### config.mk
export PLATFORM = sky130hd
export DESIGN_NAME = cc_attach_detector
export DESIGN_NICKNAME = d
export VERILOG_FILES = /design/src/rtl/cc_det_pkg.sv /design/src/rtl/cc_lvl_deb.sv /design/src/rtl/cc_attach_detector.sv
export SDC_FILE = /design/constraint.sdc
export NUM_CORES = 1
export LEC_CHECK = 0
export CAP_MARGIN = 20
export CORE_ASPECT_RATIO = 0.7
export CORE_UTILIZATION = 58
export DETAILED_ROUTE_END_ITERATION = 12
export GPL_TIMING_DRIVEN = 0
export PLACE_DENSITY = 0.83
export SETUP_SLACK_MARGIN = 0.05
export SYNTH_ARGS = -nofsm -noshare
export SYNTH_HDL_FRONTEND = slang
export SYNTH_SLANG_ARGS = --single-unit
### constraint.sdc
create_clock -name clk -period 5.15 [get_ports clk]
set_clock_uncertainty 0.15 [all_clocks]
set_input_delay 1.03 -clock clk [delete_from_list [all_inputs] [get_ports clk]]
set_output_delay 1.03 -clock clk [all_outputs]
set_load 0.05 [all_outputs]
### src/rtl/cc_det_pkg.sv
// Shared definitions for the CC attach detector: Rp level codes, default
// thresholds in millivolts and the attach FSM state encoding.
package cc_det_pkg;

  localparam logic [1:0] LVL_OPEN = 2'd0;
  localparam logic [1:0] LVL_DEF  = 2'd1;
  localparam logic [1:0] LVL_1A5  = 2'd2;
  localparam logic [1:0] LVL_3A0  = 2'd3;

  localparam int unsigned TH0_DEF = 200;
  localparam int unsigned TH1_DEF = 660;
  localparam int unsigned TH2_DEF = 1230;
  localparam int unsigned HYS_DEF = 40;

  typedef enum logic {
    DETACHED = 1'b0,
    ATTACHED = 1'b1
  } att_state_e;

  // Falling threshold: rising threshold minus hysteresis, clamped at zero.
  function automatic int unsigned sat_sub(input int unsigned a, input int unsigned b);
    return (a > b) ? a - b : 0;
  endfunction

endpackage

### src/rtl/cc_lvl_deb.sv
// One CC channel: quantises the voltage into an Rp level with falling
// hysteresis, then debounces that level into lvl_stb.
module cc_lvl_deb
  import cc_det_pkg::*;
#(
  parameter int unsigned VW  = 16,
  parameter int unsigned DBW = 16,
  parameter int unsigned TH0 = TH0_DEF,
  parameter int unsigned TH1 = TH1_DEF,
  parameter int unsigned TH2 = TH2_DEF,
  parameter int unsigned HYS = HYS_DEF
) (
  input  logic           clk,
  input  logic           rstz,
  input  logic           enable,
  input  logic [VW-1:0]  v,
  input  logic [DBW-1:0] deb_cyc,
  output logic [1:0]     lvl_raw,
  output logic [1:0]     lvl_stb,
  output logic           lvl_chg
);

  localparam logic [VW-1:0] RISE1 = VW'(TH0);
  localparam logic [VW-1:0] RISE2 = VW'(TH1);
  localparam logic [VW-1:0] RISE3 = VW'(TH2);
  localparam logic [VW-1:0] FALL1 = VW'(sat_sub(TH0, HYS));
  localparam logic [VW-1:0] FALL2 = VW'(sat_sub(TH1, HYS));
  localparam logic [VW-1:0] FALL3 = VW'(sat_sub(TH2, HYS));

  logic [1:0]     raw_q, raw_d;
  logic [1:0]     stb_q, stb_d;
  logic [1:0]     lat_q, lat_d;
  logic [DBW-1:0] cnt_q, cnt_d;
  logic           chg_q, chg_d;
  logic [1:0]     rise, hold;
  logic [DBW-1:0] cnt_eff;

  always_comb begin
    rise = LVL_OPEN;
    if (v >= RISE1) rise = LVL_DEF;
    if (v >= RISE2) rise = LVL_1A5;
    if (v >= RISE3) rise = LVL_3A0;
    // A level already held is kept until v drops below its falling threshold.
    hold = LVL_OPEN;
    if ((raw_q >= LVL_DEF) && (v >= FALL1)) hold = LVL_DEF;
    if ((raw_q >= LVL_1A5) && (v >= FALL2)) hold = LVL_1A5;
    if ((raw_q == LVL_3A0) && (v >= FALL3)) hold = LVL_3A0;
    raw_d = enable ? ((rise > hold) ? rise : hold) : LVL_OPEN;
  end

  always_comb begin
    cnt_eff = (raw_q != lat_q) ? '0 : cnt_q;
    cnt_d   = cnt_q;
    lat_d   = lat_q;
    stb_d   = stb_q;
    chg_d   = 1'b0;
    if (!enable) begin
      cnt_d = '0;
      lat_d = LVL_OPEN;
      stb_d = LVL_OPEN;
    end else if (raw_q == stb_q) begin
      cnt_d = '0;
      lat_d = raw_q;
    end else if (cnt_eff == deb_cyc) begin
      stb_d = raw_q;
      chg_d = 1'b1;
      cnt_d = '0;
      lat_d = raw_q;
    end else begin
      cnt_d = (&cnt_eff) ? cnt_eff : cnt_eff + DBW'(1);
      lat_d = raw_q;
    end
  end

  always_ff @(posedge clk or negedge rstz) begin
    if (!rstz) begin
      raw_q <= LVL_OPEN;
      stb_q <= LVL_OPEN;
      lat_q <= LVL_OPEN;
      cnt_q <= '0;
      chg_q <= 1'b0;
    end else begin
      raw_q <= raw_d;
      stb_q <= stb_d;
      lat_q <= lat_d;
      cnt_q <= cnt_d;
      chg_q <= chg_d;
    end
  end

  assign lvl_raw = raw_q;
  assign lvl_stb = stb_q;
  assign lvl_chg = chg_q;

endmodule

### src/rtl/cc_attach_detector.sv
// N-channel CC attach detector: per-channel level debounce plus an attach
// FSM that picks the oriented channel and reports the advertised Rp level.
module cc_attach_detector
  import cc_det_pkg::*;
#(
  parameter int unsigned NCH = 2,
  parameter int unsigned VW  = 16,
  parameter int unsigned DBW = 16,
  parameter int unsigned TH0 = TH0_DEF,
  parameter int unsigned TH1 = TH1_DEF,
  parameter int unsigned TH2 = TH2_DEF,
  parameter int unsigned HYS = HYS_DEF,
  localparam int unsigned OW = (NCH > 1) ? $clog2(NCH) : 1
) (
  input  logic               clk,
  input  logic               rstz,
  input  logic               enable,
  input  logic [NCH*VW-1:0]  v_ch,
  input  logic [DBW-1:0]     deb_cyc,
  output logic [2*NCH-1:0]   lvl_raw,
  output logic [2*NCH-1:0]   lvl_stb,
  output logic [NCH-1:0]     lvl_chg,
  output logic               attached,
  output logic [OW-1:0]      ori,
  output logic [1:0]         rp_lvl,
  output logic               dbg_acc,
  output logic               att_pulse,
  output logic               det_pulse
);

  logic [1:0] stb_arr [NCH];

  for (genvar i = 0; i < NCH; i++) begin : g_ch
    cc_lvl_deb #(
      .VW (VW),
      .DBW(DBW),
      .TH0(TH0),
      .TH1(TH1),
      .TH2(TH2),
      .HYS(HYS)
    ) u_deb (
      .clk    (clk),
      .rstz   (rstz),
      .enable (enable),
      .v      (v_ch[i*VW +: VW]),
      .deb_cyc(deb_cyc),
      .lvl_raw(lvl_raw[2*i +: 2]),
      .lvl_stb(stb_arr[i]),
      .lvl_chg(lvl_chg[i])
    );
    assign lvl_stb[2*i +: 2] = stb_arr[i];
  end

  att_state_e  state_q, state_d;
  logic [OW-1:0] ori_q, ori_d;
  logic        att_pulse_q, att_pulse_d;
  logic        det_pulse_q, det_pulse_d;
  logic [1:0]  best_lvl;
  logic [OW-1:0] best_idx;
  logic        all_nz;

  // Highest stable level wins; strict compare keeps the lowest index on a tie.
  always_comb begin
    best_lvl = LVL_OPEN;
    best_idx = '0;
    for (int i = 0; i < int'(NCH); i++) begin
      if (stb_arr[i] > best_lvl) begin
        best_lvl = stb_arr[i];
        best_idx = OW'(i);
      end
    end
  end

  always_ff @(posedge clk or negedge rstz) begin
    if (!rstz) begin
      state_q     <= DETACHED;
      ori_q       <= '0;
      att_pulse_q <= 1'b0;
      det_pulse_q <= 1'b0;
    end else begin
      state_q     <= state_d;
      ori_q       <= ori_d;
      att_pulse_q <= att_pulse_d;
      det_pulse_q <= det_pulse_d;
    end
  end

  // Detach always lands in DETACHED first, so re-attach is seen a cycle later.
  always_comb begin
    state_d     = state_q;
    ori_d       = ori_q;
    att_pulse_d = 1'b0;
    det_pulse_d = 1'b0;
    if (!enable) begin
      state_d = DETACHED;
      ori_d   = '0;
    end else begin
      case (state_q)
        DETACHED: begin
          if (best_lvl != LVL_OPEN) begin
            state_d     = ATTACHED;
            ori_d       = best_idx;
            att_pulse_d = 1'b1;
          end
        end
        ATTACHED: begin
          if (stb_arr[ori_q] == LVL_OPEN) begin
            state_d     = DETACHED;
            ori_d       = '0;
            det_pulse_d = 1'b1;
          end
        end
        default: state_d = DETACHED;
      endcase
    end
  end

  always_comb begin
    attached = (state_q == ATTACHED);
    rp_lvl   = attached ? stb_arr[ori_q] : LVL_OPEN;
    all_nz   = 1'b1;
    for (int i = 0; i < int'(NCH); i++) begin
      if (stb_arr[i] == LVL_OPEN) all_nz = 1'b0;
    end
    dbg_acc = (NCH > 1) && attached && all_nz;
  end

  assign ori       = ori_q;
  assign att_pulse = att_pulse_q;
  assign det_pulse = det_pulse_q;

endmodule
# After elaboration in Yosys (flattened, before gate mapping)
# Cells that the tools add are included.
# Widths: inputs -> output; s select.
[word_totals] out_inout_bits=17 reg_bits=50 word_cells=131
[classes] mux=62 n_addsub=2 magnitude_cmp=21 n_reduce_logical=16 eq_ne=14 bitwise_logic=2
[op_table] cell="$mux 16" n=10
[op_table] cell="$ge 16x10->1 const B" n=4
[op_table] cell="$ge 16x11->1 const B" n=4
[op_table] cell="$ge 16x8->1 const B" n=4
[op_table] cell="$mux 2" n=26
[op_table] cell="$add 16x1->16 const B" n=2
[op_table] cell="$eq 16x16->1" n=2
[op_table] cell="$reduce_and 16->1" n=2
[op_table] cell="$mux 1" n=24
[op_table] cell="$logic_and 1x1->1" n=7
[op_table] cell="$ge 2x2->1 const B" n=3
[op_table] cell="$gt 2x2->1" n=3
[op_table] cell="$logic_not 2->1" n=3
[op_table] cell="$reduce_and 2->1" n=3
[op_table] cell="$eq 2x2->1" n=2
[op_table] cell="$eq 2x2->1 const B" n=2
[op_table] cell="$ge 2x1->1 const B" n=2
[op_table] cell="$ne 2x1->1 const B" n=2
[op_table] cell="$ne 2x2->1" n=2
[op_table] cell="$ne 2x2->1 const B" n=2
[op_table] cell="$pmux 1 s2" n=2
[op_table] cell="$ne 3x2->1 const B" n=1
[op_table] cell="$ne 3x3->1 const B" n=1
[op_table] cell="$gt 2x1->1 const B" n=1
[op_table] cell="other kinds (3)" n=3

# Logic depth before layout (Yosys ltp)
# Gate-level depths: netlist of run 1.
[logic_depth] ltp_word=8 ltp_mapped=12

# Modules after synthesis
# Synthesis of run 1 repeated with hierarchy kept, for this count alone.
[hier_totals] hier_cells=445 hier_area_um2=4013.8
[modules_own_cells] mod="cc_lvl_deb" n_inst=2 cells_per_inst=204 area_per_inst_um2=1835.5
[modules_own_cells] mod="cc_attach_detector" n_inst=1 cells_per_inst=37 area_per_inst_um2=342.8

# Worst setup path before layout of run 1
# Ideal clock, no wire load.
[synth_path] path_kind="input to register" from="in v_ch[11]" to="reg g_ch[0].u_deb.raw_q[0]" setup_slack_ps=1731 t_arrival_ps=3175 cell_stages=8 required_ps=4906 cell_sequence="or4_1 -> or3_1 -> o311a_1 -> a31o_2 -> ha_1 -> a21oi_1 -> a311oi_1 -> a211oi_1"
[synth_via] elab_chain_len=8 word_cells_on_any_way=18 classes_between="7 x order compare; 8 x mux; 3 x reduce/logical"
[synth_lines] element="start, declared" line="cc_attach_detector.sv:18" text="input logic [NCH*VW-1:0] v_ch,"
[synth_lines] element="$ge 16x8->1" line="cc_lvl_deb.sv:45" text="if ((raw_q >= LVL_DEF) && (v >= FALL1)) hold = LVL_DEF;"
[synth_lines] element="$logic_and 1x1->1" line="cc_lvl_deb.sv:45"
[synth_lines] element="$mux 1" line="cc_lvl_deb.sv:45"
[synth_lines] element="$mux 2" line="cc_lvl_deb.sv:46" text="if ((raw_q >= LVL_1A5) && (v >= FALL2)) hold = LVL_1A5;"
[synth_lines] element="$mux 2" line="cc_lvl_deb.sv:47" text="if ((raw_q == LVL_3A0) && (v >= FALL3)) hold = LVL_3A0;"
[synth_lines] element="$gt 2x2->1" line="cc_lvl_deb.sv:48" text="raw_d = enable ? ((rise > hold) ? rise : hold) : LVL_OPEN;"
[synth_lines] element="$mux 2 * (2 in a row)" line="cc_lvl_deb.sv:48"
[synth_lines] element="via g_ch[0].u_deb.raw_d[0]" line="cc_lvl_deb.sv:30" text="logic [1:0] raw_q, raw_d;"
[synth_lines] element="end signal, assigned" line="cc_lvl_deb.sv:83" text="raw_q <= raw_d;"
[synth_lines] element="end, declared" line="cc_lvl_deb.sv:30"
# Mark *: on every way through the listed nets, which the timed path passes. The rest lies on a longest branch.
# A chain may end at the register's enable or synchronous reset.

# Final worst setup path of run 1
# Same ends and word-level chain as after synthesis.

==> results of run 1 <==
[per-layer routing]
layer,global-route usage,vias to the layer above,wire [um]
met1,0.4432,1817,4922
li1,-,1822,-
met4,0.05475,0,93
met5,0,-,0
met2,0.4974,174,4785
met3,0.04293,19,789
[worst max-delay path, delay by kind of cell]
kind                     cells  cell delay (ps)
buffers and inverters        1              430
adder cells (fa/ha/maj)      1              170
AND/OR/NAND/NOR              4             1110
AO/OA/AOI/OAI                5             1200
[cells by family after synthesis]
kind of cell | Yosys count | synth area share
AOI/OAI and AO/OA | 82 | 0.1598
xor gates and xnor gates | 51 | 0.1243
adders and majority gates | 11 | 0.03426
buffers and inverters | 48 | 0.06416
DFF | 50 | 0.3114
muxes | 11 | 0.02741
and+or+nand+nor | 205 | 0.2787
[path summary, 6_finish.rpt]
path | start | to | cells past startpoint
max in group asynchronous | rstz | g_ch[1].u_deb.cnt_q[11] | 2
max reg2reg | g_ch[1].u_deb.lvl_raw[1] | g_ch[1].u_deb.cnt_q[6] | 11
max | v_ch[11] | g_ch[0].u_deb.lvl_raw[0] | 11
min | g_ch[0].u_deb.cnt_q[9] | g_ch[0].u_deb.cnt_q[9] | 2
min in group asynchronous | rstz | g_ch[0].u_deb.cnt_q[12] | 1
min reg2reg | g_ch[0].u_deb.cnt_q[9] | g_ch[0].u_deb.cnt_q[9] | 2
[synth_stat cells, drive strengths merged, types with 4 or more instances]
library cell,instances
ha,11
mux2i,11
nor3,31
nand4,23
and3,10
nand3,29
and4,7
nor4,8
a31oi,9
buf,17
xnor2,26
a22oi,5
clkbuf,6
dfrtp,50
inv,25
nand2,31
o21ai,12
a21oi,11
a31o,13
nor2b,4
xor2,25
nand2b,4
nor2,44
[power by group]
part	leakage (nW)	total (mW)	internal (mW)	switching [mW]
registers	0.684	0.405	0.398	0.00634
clock network	0.0714	0.343	0.207	0.136
logic	1.18	0.227	0.0951	0.132
total	1.94	0.975	0.701	0.274
[sequential cells by signal, summed over array words and instances (netlist names), 2 cells and up]
| signal | cells |
|---|---|
| g_ch.u_deb.cnt_q | 32 |
| g_ch.u_deb.lat_q | 4 |
| g_ch.u_deb.lvl_chg | 2 |
| g_ch.u_deb.lvl_raw | 4 |
| g_ch.u_deb.lvl_stb | 4 |
[through the flow]
step | util | std cells
5_1_grt | 0.7651 | 623
3_3_place_gp | 0.7407 | 614
4_1_cts | 0.7651 | 623
2_1_floorplan | - | 458
3_5_place_dp | 0.7430 | 615
6_report | 0.7651 | 623
[area by class of cell]
| cell class | instances | area share |
|---|---|---|
| multi-input combinational | 360 | 0.5079 |
| sequential | 50 | 0.2533 |
| timing repair buffer | 66 | 0.1348 |
| buffer | 23 | 0.03318 |
| tap | 91 | 0.02305 |
| inverter | 25 | 0.01900 |
| clock buffer | 6 | 0.01672 |
| clock inverter | 2 | 0.01216 |
==> insert_results.sql, run 1 <==
INSERT INTO impl_metrics (metric_group, metric, value, unit) VALUES
('yosys', 'synthesis.area_per_instance', '8.772', 'um^2'),
('yosys', 'asyncSetResetFlopFracSynth', '1.000', ''),
('setup_path', 'worst_path_largest_cell_delay', '590', 'ps'),
('placed_design', 'gpl.final_weighted_congestion', '0.9122', ''),
('timing', 'max_freq', '257.5', 'MHz'),
('clock_tree', 'tritoncts_clock_tree', 'built', ''),
('placed_design', 'buffer_ports.inserted', '65', ''),
('global_route', 'grt_util_all_layers', '0.3070', ''),
('setup_path', 'r2r_setup_slack', '1900', 'ps'),
('global_route', 'global_route.overflow_total', '0', ''),
('outcome', 'status', 'finished clean', ''),
('timing', 'final_min_period_over_clock_period', '0.7539', ''),
('timing', 'timing.final.hold_violations', '0', ''),
('clock_tree', 'total_clock_buffers_created_by_cts', '5', ''),
('detailed_routing', 'routed_wl', '10590', 'um'),
('timing', 'final.min_clock_period', '3883', 'ps'),
('yosys', 'synth.ff_latch_count', '50', ''),
('floorplan', 'num_io_pins', '68', ''),
('power_and_ir_drop', 'power_density', '197.4', 'nW/um^2'),
('layout', 'layout.cell_area.non_filler', '4940', 'um^2'),
('setup_path', 'cp_slowest_cell', 'sky130_fd_sc_hd__or4_1', ''),
('yosys', 'synth-edff-count', '0', ''),
('clock_tree', 'post_cts_resized', '0', ''),
('floorplan', 'placementRows', '24', ''),
('setup_path', 'critical_path_required', '5210', 'ps'),
('global_route', 'grt_pass1_wl', '17420', 'um'),
('detailed_routing', 'drt_first_pass_iters', '6', ''),
('placed_design', 'hpwl', '8134', 'um'),
('yosys', 'synth.yosys.seq_area_share', '0.3114', ''),
('clock_tree', 'post_cts.repair.setup_buffers', '0', ''),
('layout', 'layout_common_cells', '64 x sky130_fd_sc_hd__clkdlybuf4s50_1, 50 x sky130_fd_sc_hd__dfrtp_1, 44 x sky130_fd_sc_hd__nor2_1', ''),
('global_route', 'via_count_of_the_first_global_routing_pass', '3613', ''),
('clock_tree', 'clock-root-buffer', 'sky130_fd_sc_hd__clkbuf_8', ''),
('detailed_routing', 'drt_first_iter_violations', '315', ''),
('global_route', 'antenna_found_initial', '0', ''),
('clock_tree', 'ctsHoldBuffers', '0', ''),
('layout', 'final_common_cell', 'sky130_fd_sc_hd__clkdlybuf4s50_1', ''),
('layout', 'area_growth', '22.95', '%'),
('layout', 'fraction_of_layout_instances_using_a_drive_strength_above_1', '0.1090', ''),
('layout', 'regArea', '1251', 'um^2'),
('layout', 'multi_input_comb_area', '2509', 'um^2'),
('yosys', 'yosys_warnings', '0', ''),
('floorplan', 'floorplan.core_area', '6456', 'um^2'),
('setup_path', 'cpMostUsedCell', 'sky130_fd_sc_hd__nor2_1', ''),
('power_and_ir_drop', 'report.power.total', '974.9', 'uW'),
('timing', 'max_slew.worst_pin.slew', '695.6', 'ps'),
('clock_tree', 'clk_pin_slew_worst_paths', '90', 'ps'),
('setup_path', 'setup.worst_path.start_class', 'primary input', ''),
('yosys', 'top_flip_flop_cell_by_instance_count_after_synthesis', 'sky130_fd_sc_hd__dfrtp_1', ''),
('power_and_ir_drop', 'worst_vdd_drop', '0.0001459', 'V'),
('yosys', 'yosysTopAreaCell', 'sky130_fd_sc_hd__dfrtp_1', ''),
('power_and_ir_drop', 'total_leakage_power', '1.937', 'nW'),
('clock_tree', 'clk-insertion-delay-late', '310', 'ps'),
('floorplan', 'die_y', '71.64', 'um'),
('timing', 'final-max-slew-violation-count', '0', ''),
('detailed_routing', 'avgViaCountPerCell', '6.151', ''),
('yosys', 'yosys.cell_types.count', '63', ''),
('setup_path', 'worstSetupPathType', 'in -> reg', ''),
('layout', 'layout.nets', '593', ''),
('clock_tree', 'cts.htree.levels', '2', ''),
('layout', 'fillers', '483', ''),
('yosys', 'synth.cell_area', '4018', 'um^2'),
('detailed_routing', 'antenna_left', '0', ''),
('timing', 'hold_slack', '479.8', 'ps'),
('detailed_routing', 'via_count', '3832', ''),
('layout', 'antennaDiodeCount', '0', ''),
('yosys', 'synth.top_cell.area_share', '0.3114', ''),
('setup_path', 'cp.arrival', '3940', 'ps'),
('floorplan', 'chipWidth', '101.5', 'um'),
('placed_design', 'placed_cell_area', '4797', 'um^2'),
('global_route', 'largest_net_degree_at_the_start_of_global_routing', '34', '');
Power figures use the tool's default switching activity.
==> run 2: changes to the inputs <==
--- a/config.mk
+++ b/config.mk
@@ -7,10 +7,10 @@
 export LEC_CHECK = 0
 export CAP_MARGIN = 20
 export CORE_ASPECT_RATIO = 0.7
-export CORE_UTILIZATION = 58
+export CORE_UTILIZATION = 49
 export DETAILED_ROUTE_END_ITERATION = 12
 export GPL_TIMING_DRIVEN = 0
-export PLACE_DENSITY = 0.83
+export PLACE_DENSITY = 0.75
 export SETUP_SLACK_MARGIN = 0.05
 export SYNTH_ARGS = -nofsm -noshare
 export SYNTH_HDL_FRONTEND = slang
==> constraint.sdc (replaced) <==
create_clock -name clk -period 3.2 [get_ports clk]
set_clock_uncertainty 0.15 [all_clocks]
set_input_delay 0.64 -clock clk [delete_from_list [all_inputs] [get_ports clk]]
set_output_delay 0.64 -clock clk [all_outputs]
set_load 0.05 [all_outputs]
==> insert_results.sql, run 2 (synthesis results as in run 1) <==
INSERT INTO impl_metrics (metric_group, metric, value, unit) VALUES
('global_route', 'grt_util_all_layers', '0.2565', ''),
('timing', 'worst_slack', '108.0', 'ps'),
('detailed_routing', 'avgViaCountPerCell', '5.914', ''),
('layout', 'layout_common_cells', '60 x sky130_fd_sc_hd__clkdlybuf4s50_1, 50 x sky130_fd_sc_hd__dfrtp_1, 41 x sky130_fd_sc_hd__nor2_1', ''),
('layout', 'number_of_flip_flops_in_the_largest_register', '32', ''),
('min_path', 'type_of_the_most_critical_hold_path', 'in -> async', ''),
('detailed_routing', 'via_count', '3803', ''),
('outcome', 'status', 'finished clean', ''),
('timing', 'rsz0062_at_grt', 'yes', ''),
('power_and_ir_drop', 'total_leakage_power', '2.053', 'nW'),
('floorplan', 'floorplan.core_area', '7905', 'um^2'),
('global_route', 'via_count_of_the_first_global_routing_pass', '3634', ''),
('timing', 'final.min_clock_period', '3092', 'ps'),
('global_route', 'grt_pass1_wl', '17430', 'um'),
('setup_path', 'r2r_cells', '12', ''),
('detailed_routing', 'drcViolationCount', '0', ''),
('setup_path', 'critical_path.endpoint_type', 'register', ''),
('setup_path', 'worst_path_largest_cell_delay', '580', 'ps'),
('layout', 'area_growth', '30.30', '%'),
('clock_tree', 'tritoncts_clock_tree', 'built', ''),
('timing', 'max_freq', '323.4', 'MHz'),
('clock_tree', 'clk_pin_slew_worst_paths', '60', 'ps'),
('setup_path', 'critical_path_required', '3220', 'ps'),
('layout', 'antennaDiodeCount', '0', ''),
('placed_design', 'gpl.final_weighted_congestion', '0.9035', ''),
('setup_path', 'worstSetupPathType', 'in -> reg', ''),
('clock_tree', 'total_clock_buffers_created_by_cts', '5', ''),
('timing', 'final-max-slew-violation-count', '0', ''),
('setup_path', 'cp.arrival', '3110', 'ps'),
('placed_design', 'hpwl', '7989', 'um'),
('floorplan', 'chipWidth', '110.2', 'um'),
('floorplan', 'design.die.area', '8571', 'um^2'),
('layout', 'layout.nets', '603', ''),
('global_route', 'global_route.overflow_total', '0', ''),
('clock_tree', 'cts.htree.levels', '2', ''),
('floorplan', 'num_io_pins', '68', ''),
('placed_design', 'dp.cells', '625', ''),
('layout', 'finalNonFillerCells', '643', ''),
('detailed_routing', 'routed_wl', '10720', 'um'),
('global_route', 'antenna_found_initial', '0', ''),
('power_and_ir_drop', 'power_density', '306.7', 'nW/um^2'),
('setup_path', 'crit_path_max_fanout', '4', ''),
('placed_design', 'buffer_ports.inserted', '65', ''),
('clock_tree', 'clk-insertion-delay-late', '290', 'ps'),
('detailed_routing', 'drt_first_iter_violations', '257', ''),
('timing', 'final_min_period_over_clock_period', '0.9663', ''),
('timing', 'report.final.setup_viol', '0', ''),
('global_route', 'largest_net_degree_at_the_start_of_global_routing', '31', ''),
('setup_path', 'cp_slowest_cell', 'sky130_fd_sc_hd__or4_4', ''),
('layout', 'final_common_cell', 'sky130_fd_sc_hd__clkdlybuf4s50_1', ''),
('setup_path', 'crit_chain', 'clkdlybuf4s50_1, or4_4, nor3_4, o21a_1, a21bo_2, o21bai_4, inv_2, ha_4, inv_1, o22ai_2, o41ai_2, a21oi_1', ''),
('clock_tree', 'clock-root-buffer', 'sky130_fd_sc_hd__clkbuf_16', ''),
('detailed_routing', 'drt-wirelength-per-cell', '16.67', 'um'),
('placed_design', 'post-place-ws', '-399.8', 'ps'),
('layout', 'fraction_of_layout_instances_using_a_drive_strength_above_1', '0.1679', ''),
('timing', 'timing.final.hold_violations', '0', ''),
('setup_path', 'setup.worst_path.start_class', 'primary input', ''),
('floorplan', 'placementRows', '27', ''),
('clock_tree', 'cts_num_sinks', '50', ''),
('timing', 'max_slew.worst_pin.slew', '537.9', 'ps'),
('timing', 'worst_slew_margin_rel', '0.6381', ''),
('layout', 'reg_with_most_ffs', 'g_ch.u_deb.cnt_q', ''),
('power_and_ir_drop', 'worst_vdd_drop', '0.0002803', 'V'),
('clock_tree', 'ctsHoldBuffers', '0', ''),
('detailed_routing', 'antenna_left', '0', ''),
('floorplan', 'die_y', '77.76', 'um'),
('clock_tree', 'clk_path_buf_depth', '2', ''),
('detailed_routing', 'drt_first_pass_iters', '6', ''),
('floorplan', 'start_util', '0.5082', ''),
('job', 'max_cap_viol_count', '0', '');
==> run 2: changes by cell type in the layout (fill, tap and decap cells not counted), sizes merged <==
cell           previous run  this run
buf                      19        29
clkdlybuf4s50            64        60
dlymetal6s2s              0         4
bufinv                    2         0
clkbuf                   12        13
clkinv                    0         1
==> run 2: per-stage QoR <==
| stage | utilization | hold WS, ps | setup TNS [ps] | total power [mW] | area (um^2) |
|---|---|---|---|---|---|
| CTS | 0.6306 | 186.2 | 0 | 1.561 | 4985 |
| floorplan | - | 194.4 | 0 | 0.8714 | 4018 |
| global placement | 0.6065 | 413.8 | -8087 | 1.009 | 4795 |
| finish | 0.6622 | 167.6 | 0 | 1.605 | 5235 |
| global route | 0.6622 | 209.3 | -34.80 | 1.669 | 5235 |
| detailed placement | 0.6084 | 444.8 | -790.3 | 1.019 | 4810 |
==> run 2: area by class of cell <==
class                           count  area [um^2]
Buffer                             23        176.4
Clock inverter                      1        5.005
Clock buffer                        7        142.6
Inverter                           25        93.84
Sequential cell                    50         1251
Timing Repair Buffer               76        750.7
Multi-Input combinational cell    360         2689
Tap cell                          101        126.4
Fill cell                         643         2670
==> run 2: path summary, 6_finish.rpt <==
kind                       slack, ps                  endpoint                      from
min in group clk                 460   g_ch[1].u_deb.cnt_q[14]   g_ch[1].u_deb.cnt_q[14]
max reg2reg                      170   g_ch[0].u_deb.cnt_q[11]  g_ch[0].u_deb.lvl_raw[0]
max                              110  g_ch[1].u_deb.lvl_raw[0]                  v_ch[29]
min reg2reg                      460   g_ch[1].u_deb.cnt_q[14]   g_ch[1].u_deb.cnt_q[14]
min                              170   g_ch[0].u_deb.cnt_q[11]                      rstz
max in group asynchronous       2190  g_ch[0].u_deb.lvl_stb[1]                      rstz
==> run 2: power breakdown <==
part,internal (mW),switching (mW)
registers,0.642,0.0114
clock network,0.311,0.231
logic,0.182,0.229
==> run 2: layer usage <==
| metal | up-vias | global-route usage | wire length, um |
|---|---|---|---|
| li1 | 1844 | - | - |
| met1 | 1804 | 0.3746 | 5097 |
| met2 | 145 | 0.4119 | 4872 |
| met3 | 10 | 0.03529 | 676 |
| met4 | 0 | 0.03158 | 70 |
| met5 | - | 0 | 0 |
==> run 2: timing repair <==
| item | CTS | global route |
|---|---|---|
| gates resized for setup | 7 | 38 |
| endpoints found under the setup margin | 3 | 25 |
| setup buffers | 0 | 10 |
| pin swaps | 3 | 19 |
| endpoints found under the hold margin | 0 | 0 |
| gates cloned | 0 | 0 |
==> run 2: worst max-delay path: cells and delay by family <==
kind,cells,cell delay [ps]
buffers and inverters,3,550
adder cells (fa/ha/maj),1,190
AO/OA/AOI/OAI,6,860
AND/OR/NAND/NOR,2,870
